## config.mk

```make
export PLATFORM = sky130hd
export DESIGN_NAME = w21_mac_c5
export DESIGN_NICKNAME = d
export VERILOG_FILES = /design/src/rtl/w21_mac_c5.sv
export SDC_FILE = /design/constraint.sdc
export NUM_CORES = 1
export LEC_CHECK = 0
export ABC_AREA = 1
export CAP_MARGIN = 5
export CELL_PAD_IN_SITES_DETAIL_PLACEMENT = 1
export CELL_PAD_IN_SITES_GLOBAL_PLACEMENT = 1
export CORE_ASPECT_RATIO = 0.7
export CORE_UTILIZATION = 49
export CTS_CLUSTER_DIAMETER = 60
export DETAILED_ROUTE_END_ITERATION = 16
export DONT_BUFFER_PORTS = 1
export GPL_ROUTABILITY_DRIVEN = 0
export PLACE_DENSITY = 0.85
export SLEW_MARGIN = 40
export SYNTH_ARGS = -nofsm -noshare
export SYNTH_HDL_FRONTEND = slang
export SYNTH_SLANG_ARGS = --single-unit
export TNS_END_PERCENT = 50
```

## constraint.sdc

```tcl
create_clock -name clk -period 14.2 [get_ports clk]
set_clock_uncertainty 0.15 [all_clocks]
set_input_delay 2.84 -clock clk [delete_from_list [all_inputs] [get_ports clk]]
set_output_delay 2.84 -clock clk [all_outputs]
set_load 0.005 [all_outputs]
```

## src/rtl/w21_mac_c5.sv

```systemverilog
// Column-5 dot-product MAC: streams N_WEIGHTS x*w products through a registered multiplier.
// Optional W21_MAC_RELU_EN clamps a negative final sum to zero.
module w21_mac_c5 #(
  parameter int N_WEIGHTS = 300,
  parameter int XW        = 16,
  parameter int ACC_W     = 46
) (
  input  logic             clk,
  input  logic             rst,
  input  logic             start,
  input  logic [XW-1:0]    x_data,
  input  logic [20:0]      weight,
  output logic [8:0]       adrs_clm,
  output logic             busy,
  output logic             done,
  output logic [ACC_W-1:0] result
);

  localparam int PW = XW + 21;
  localparam logic [8:0] LAST = 9'(N_WEIGHTS - 1);

  typedef enum logic [1:0] {
    S_IDLE,
    S_RUN,
    S_DRAIN,
    S_DONE
  } state_t;

  state_t state_q, state_d;
  logic [8:0] adrs_q, adrs_d;
  logic signed [ACC_W-1:0] acc_q, acc_d;
  logic signed [PW-1:0] prod_q, prod_d;
  logic pv_q, pv_d;
  logic [ACC_W-1:0] res_q, res_d;
  logic done_q, done_d;

  logic signed [PW-1:0] prod_full;
  logic signed [ACC_W-1:0] prod_ext;
  logic signed [ACC_W-1:0] sum;
  logic [ACC_W-1:0] res_load;

  assign prod_full = $signed(x_data) * $signed(weight);
  assign prod_ext = ACC_W'(prod_q);
  assign sum = acc_q + (pv_q ? prod_ext : '0);

`ifdef W21_MAC_RELU_EN
  assign res_load = sum[ACC_W-1] ? '0 : sum;
`else
  assign res_load = sum;
`endif

  always_comb begin
    state_d = state_q;
    adrs_d  = adrs_q;
    acc_d   = sum;
    prod_d  = prod_q;
    pv_d    = pv_q;
    res_d   = res_q;
    done_d  = 1'b0;
    unique case (state_q)
      S_IDLE: begin
        if (start) begin
          state_d = S_RUN;
          adrs_d  = '0;
          acc_d   = '0;
          pv_d    = 1'b0;
        end
      end
      S_RUN: begin
        prod_d = prod_full;
        pv_d   = 1'b1;
        if (adrs_q == LAST) begin
          state_d = S_DRAIN;
        end else begin
          adrs_d = adrs_q + 9'd1;
        end
      end
      S_DRAIN: begin
        pv_d    = 1'b0;
        res_d   = res_load;
        done_d  = 1'b1;
        state_d = S_DONE;
      end
      S_DONE: begin
        state_d = S_IDLE;
        adrs_d  = '0;
      end
    endcase
  end

  always_ff @(posedge clk or posedge rst) begin
    if (rst) begin
      state_q <= S_IDLE;
      adrs_q  <= '0;
      acc_q   <= '0;
      prod_q  <= '0;
      pv_q    <= 1'b0;
      res_q   <= '0;
      done_q  <= 1'b0;
    end else begin
      state_q <= state_d;
      adrs_q  <= adrs_d;
      acc_q   <= acc_d;
      prod_q  <= prod_d;
      pv_q    <= pv_d;
      res_q   <= res_d;
      done_q  <= done_d;
    end
  end

  assign adrs_clm = adrs_q;
  assign busy     = (state_q != S_IDLE);
  assign done     = done_q;
  assign result   = res_q;

endmodule

```

==> impl.org <==
** Global route
- The number of antenna violations at the first check in global routing came to 1.
- Summed over all layers, the global routing overflow is 0.
- The via count of the first global-routing pass was 22400.
- Entering global routing, the biggest net connects 83 pins.
- The first global-routing pass estimated around 120000 um of wire.
- Global routing used a little under a third of the available tracks across all layers.

** Placement
- OpenSTA, run right after detailed placement, puts the worst setup slack at between 5000 and 6000 ps.
- Input/output buffers :: 0
- Detailed-placement wirelength estimate :: around 60000 um

** Worst setup path
- Worst Path Class, Setup :: input port to flip-flop
- Slack of the worst reg-to-reg path :: 10800 ps
- For the worst setup path, the data arrival time is 8600 ps.
- Sort of element at the start of the critical path :: input port
- Of all nets on the critical path, the largest fanout is 21.
- Required time worst endpoint :: 14380 ps
- CP endpoint kind :: flip-flop

** Die
- Measured along the y axis, the die boundary spans ~180 um.
- During I/O placement, the number of pins put on the boundary was 97.
- Horizontal die dimension :: ~260 um
- After floorplanning, the core was divided into 65 placement rows.
- Initial core utilization :: between 50% and 60%
- Floorplan die area :: ~47000 um^2
- Floorplan Core Area :: 45500 um^2

** Clock network
- Number of buffers added for setup after CTS :: 0
- In this run, CTS created clock tree buffers numbering 17.
- Total number of H-tree levels :: 4
- In this run the clock root is driven by a sky130_fd_sc_hd__clkbuf_16.
- Number of gates resized after CTS :: 0
- Later-pin clock latency in the skew report :: about 440 ps
- TritonCTS built the clock tree.
- In this run, post-CTS hold repair placed 0 buffers.
- Sinks on the clock net :: ~140
- Clock slew at the register clock pins of the worst setup and hold paths :: around 60 ps
- In this run the deepest clock path goes through 2 buffers.

** STA
- Relative slew slack :: a little over half
- Maximum operating frequency :: 119 MHz
- Final-report max-slew violation count :: 0
- On the final layout, the worst hold slack is 327 ps.
- Setup repair after global routing left no endpoint under its margin.
- Hold Fails Final Rpt :: 0
- At the pin with the least slew margin, the transition time is 710 ps.
- PnR worst setup slack :: 5780 ps
- The worst path uses around 59% of the clock period.
- Summed over all failing endpoints, the final setup total negative slack is 0 ps.
- Subtracting the final worst setup slack from the clock period gives 8420 ps.
- Setup violations remaining at the end of the flow were counted as 0.

** Cells and area
- Layout overhead on the synthesized area :: 4.57%
- Number of diodes :: 0
- Measured on the finished design, the core utilization comes to between 50% and 60%.
- The final layout contains 3698 nets.
- Counting the fill cells in the layout gives 5985.
- Fraction of final layout cells sized beyond drive strength 1 :: approximately 3.1%

** Route
- The detailed router used layers up to and including met4.
- Met3 WL post-DR :: 5470 um
- The detailed router placed 20200 vias in this run.
- The first TritonRoute pass finished after 6 iterations.
- Dividing the detail-routed wire length by the instance count gives 18.7 um.
- Wire length on met2 :: ~32000 um
- In this run, the number of DRC markers left after iteration 0 of detailed routing was around 1500.
- After detailed routing, the number of remaining DRC violations is 0.
- For this block, wires on met1 add up to ~32000 um.
- Routed Antenna Nets :: 0
- In the routed layout, each cell is associated on average with a via count of 5.33.
- The final layout contains routed wiring with a total length of 71100 um.

** Logic synthesis
- Summed over all instances, the cell type with the most area after synthesis is sky130_fd_sc_hd__fa_1.
- Post-synthesis instance area :: roughly 23000 um^2
- Post-synthesis net count :: approximately 3800
- Most used flip-flop cell after synthesis :: sky130_fd_sc_hd__dfrtp_1
- Counting flops with an async set or reset pin after synthesis yields a share of 100%.
- The synthesized design devotes to its leading area cell type 29.2% of total area.
- In this run, synthesis inferred 0 flip-flops with an integrated enable.
- Synthesized area per cell :: ~7.0 um^2
- Proportion of synthesized chip area in sequential cells :: ~16%
- Cell types with the largest area share after synthesis :: sky130_fd_sc_hd__fa_1 29%, sky130_fd_sc_hd__nand2_1 17%, sky130_fd_sc_hd__dfrtp_1 16%
- The cell count after synthesis came out at between 3000 and 4000.
- Synthesis inferred about 140 register bits.
- The number of different library cells used by synthesis comes to 39.
- Synthesis warning total :: 0

** Run
- Number of max-cap violations :: 0

** Run status
- The flow ran to the end, and the final reports show no timing, DRC or antenna violations.

** Min path
- Hold Crit Class :: flip-flop to flip-flop
-- cells by family (layout without fill, tap and decap cells) --
kind of cell               Yosys count  in the layout  share of synthesized area, %
adders and majority gates          476            476                          37.1
DFF                                142            142                          15.6
xor gates and xnor gates            35             35                          1.34
AOI/OAI and AO/OA                  149            149                          3.59
buffers and inverters              960            902                          15.9
and+or+nand+nor                   1489           1489                          26.5
-- critical path, stage by stage --
cell	delay, ps
sky130_fd_sc_hd__nand2_1	130
sky130_fd_sc_hd__fa_1	630
sky130_fd_sc_hd__inv_1	80
sky130_fd_sc_hd__fa_1	860
sky130_fd_sc_hd__fa_1	590
sky130_fd_sc_hd__fa_1	560
sky130_fd_sc_hd__fa_1	560
sky130_fd_sc_hd__inv_1	60
sky130_fd_sc_hd__fa_1	540
sky130_fd_sc_hd__inv_1	50
sky130_fd_sc_hd__ha_1	370
sky130_fd_sc_hd__inv_1	100
sky130_fd_sc_hd__nor3_1	340
sky130_fd_sc_hd__nand2_1	180
sky130_fd_sc_hd__nor2_1	220
sky130_fd_sc_hd__nand3_1	150
sky130_fd_sc_hd__nand3_1	120
sky130_fd_sc_hd__nand2_1	50
sky130_fd_sc_hd__nand3_1	90
sky130_fd_sc_hd__nand2_1	50
-- sequential cells by signal, indices dropped and copies added (netlist names) --
register	flops
adrs_clm	9
prod_q	37
result	46
acc_q	46
pv_q	1
done	1
state_q	2
-- through the flow --
stage | cell area (um^2) | std cells
detailed placement | 23200 | 3766
global placement | 23200 | 3766
global route | 23800 | 3796
CTS | 23800 | 3796
floorplan | 22800 | 3251
finish | 23800 | 3796
-- cell usage after synthesis (8+ instances only) --
| cell | instances |
|---|---|
| sky130_fd_sc_hd__nand2_1 | 1059 |
| sky130_fd_sc_hd__inv_1 | 858 |
| sky130_fd_sc_hd__fa_1 | 333 |
| sky130_fd_sc_hd__nor2_1 | 190 |
| sky130_fd_sc_hd__ha_1 | 143 |
| sky130_fd_sc_hd__dfrtp_1 | 142 |
| sky130_fd_sc_hd__nand3_1 | 124 |
| sky130_fd_sc_hd__clkbuf_1 | 90 |
| sky130_fd_sc_hd__a21oi_1 | 60 |
| sky130_fd_sc_hd__o21ai_0 | 48 |
| sky130_fd_sc_hd__nand4_1 | 26 |
| sky130_fd_sc_hd__xnor2_1 | 23 |
| sky130_fd_sc_hd__nor2_2 | 22 |
| sky130_fd_sc_hd__nor3_1 | 22 |
| sky130_fd_sc_hd__nand3b_1 | 14 |
| sky130_fd_sc_hd__o21ai_1 | 13 |
| sky130_fd_sc_hd__nand2_2 | 12 |
| sky130_fd_sc_hd__xor2_1 | 12 |
| sky130_fd_sc_hd__o21bai_1 | 8 |
| sky130_fd_sc_hd__or2_2 | 8 |
-- layout by cell type, fill, tap and decap left out, types with 13 or more instances in the layout --
| master | count |
|---|---|
| sky130_fd_sc_hd__o21ai_0 | 48 |
| sky130_fd_sc_hd__nand3b_1 | 14 |
| sky130_fd_sc_hd__nor2_2 | 22 |
| sky130_fd_sc_hd__o21ai_1 | 13 |
| sky130_fd_sc_hd__inv_1 | 857 |
| sky130_fd_sc_hd__nand4_1 | 26 |
| sky130_fd_sc_hd__nor3_1 | 22 |
| sky130_fd_sc_hd__dfrtp_1 | 142 |
| sky130_fd_sc_hd__a21oi_1 | 60 |
| sky130_fd_sc_hd__fa_1 | 333 |
| sky130_fd_sc_hd__xnor2_1 | 23 |
| sky130_fd_sc_hd__ha_1 | 142 |
| sky130_fd_sc_hd__clkbuf_16 | 17 |
| sky130_fd_sc_hd__nor2_1 | 190 |
| sky130_fd_sc_hd__nand3_1 | 124 |
| sky130_fd_sc_hd__nand2_1 | 1059 |
-- final cells by class --
type	count	area (um^2)	area share, %
multi-input combinational	2149	15600	65.6
sequential	142	3550	14.9
inverter	866	3260	13.7
tap	603	754	3.16
clock buffer	21	480	2.02
clock inverter	9	110	0.462
timing repair buffer	6	48.8	0.205
-- per-layer routing --
| metal | GRT usage (%) | vias up |
|---|---|---|
| met2 | 50.2 | 631 |
| met4 | 8.00 | 0 |
| met5 | 0 | - |
| li1 | - | 9228 |
| met1 | 44.3 | 10200 |
| met3 | 6.99 | 119 |
-- worst paths after layout --
| check | startpoint | end | depth (start not counted) |
|---|---|---|---|
| hold / removal | prod_q[4]$_DFFE_PP0P_ | prod_q[4]$_DFFE_PP0P_ | 2 |
| setup reg to reg | pv_q$_DFFE_PP0P_ | result[30]$_DFFE_PP0P_ | 15 |
| max in group asynchronous | rst | prod_q[17]$_DFFE_PP0P_ | 2 |
| setup / recovery | x_data[4] | prod_q[36]$_DFFE_PP0P_ | 20 |
| min in group asynchronous | rst | result[14]$_DFFE_PP0P_ | 1 |
| hold reg to reg | prod_q[4]$_DFFE_PP0P_ | prod_q[4]$_DFFE_PP0P_ | 2 |
Power is left out: the tool's default activity adds up to more than one toggle a clock period on the data nets, which glitch-free logic cannot reach.
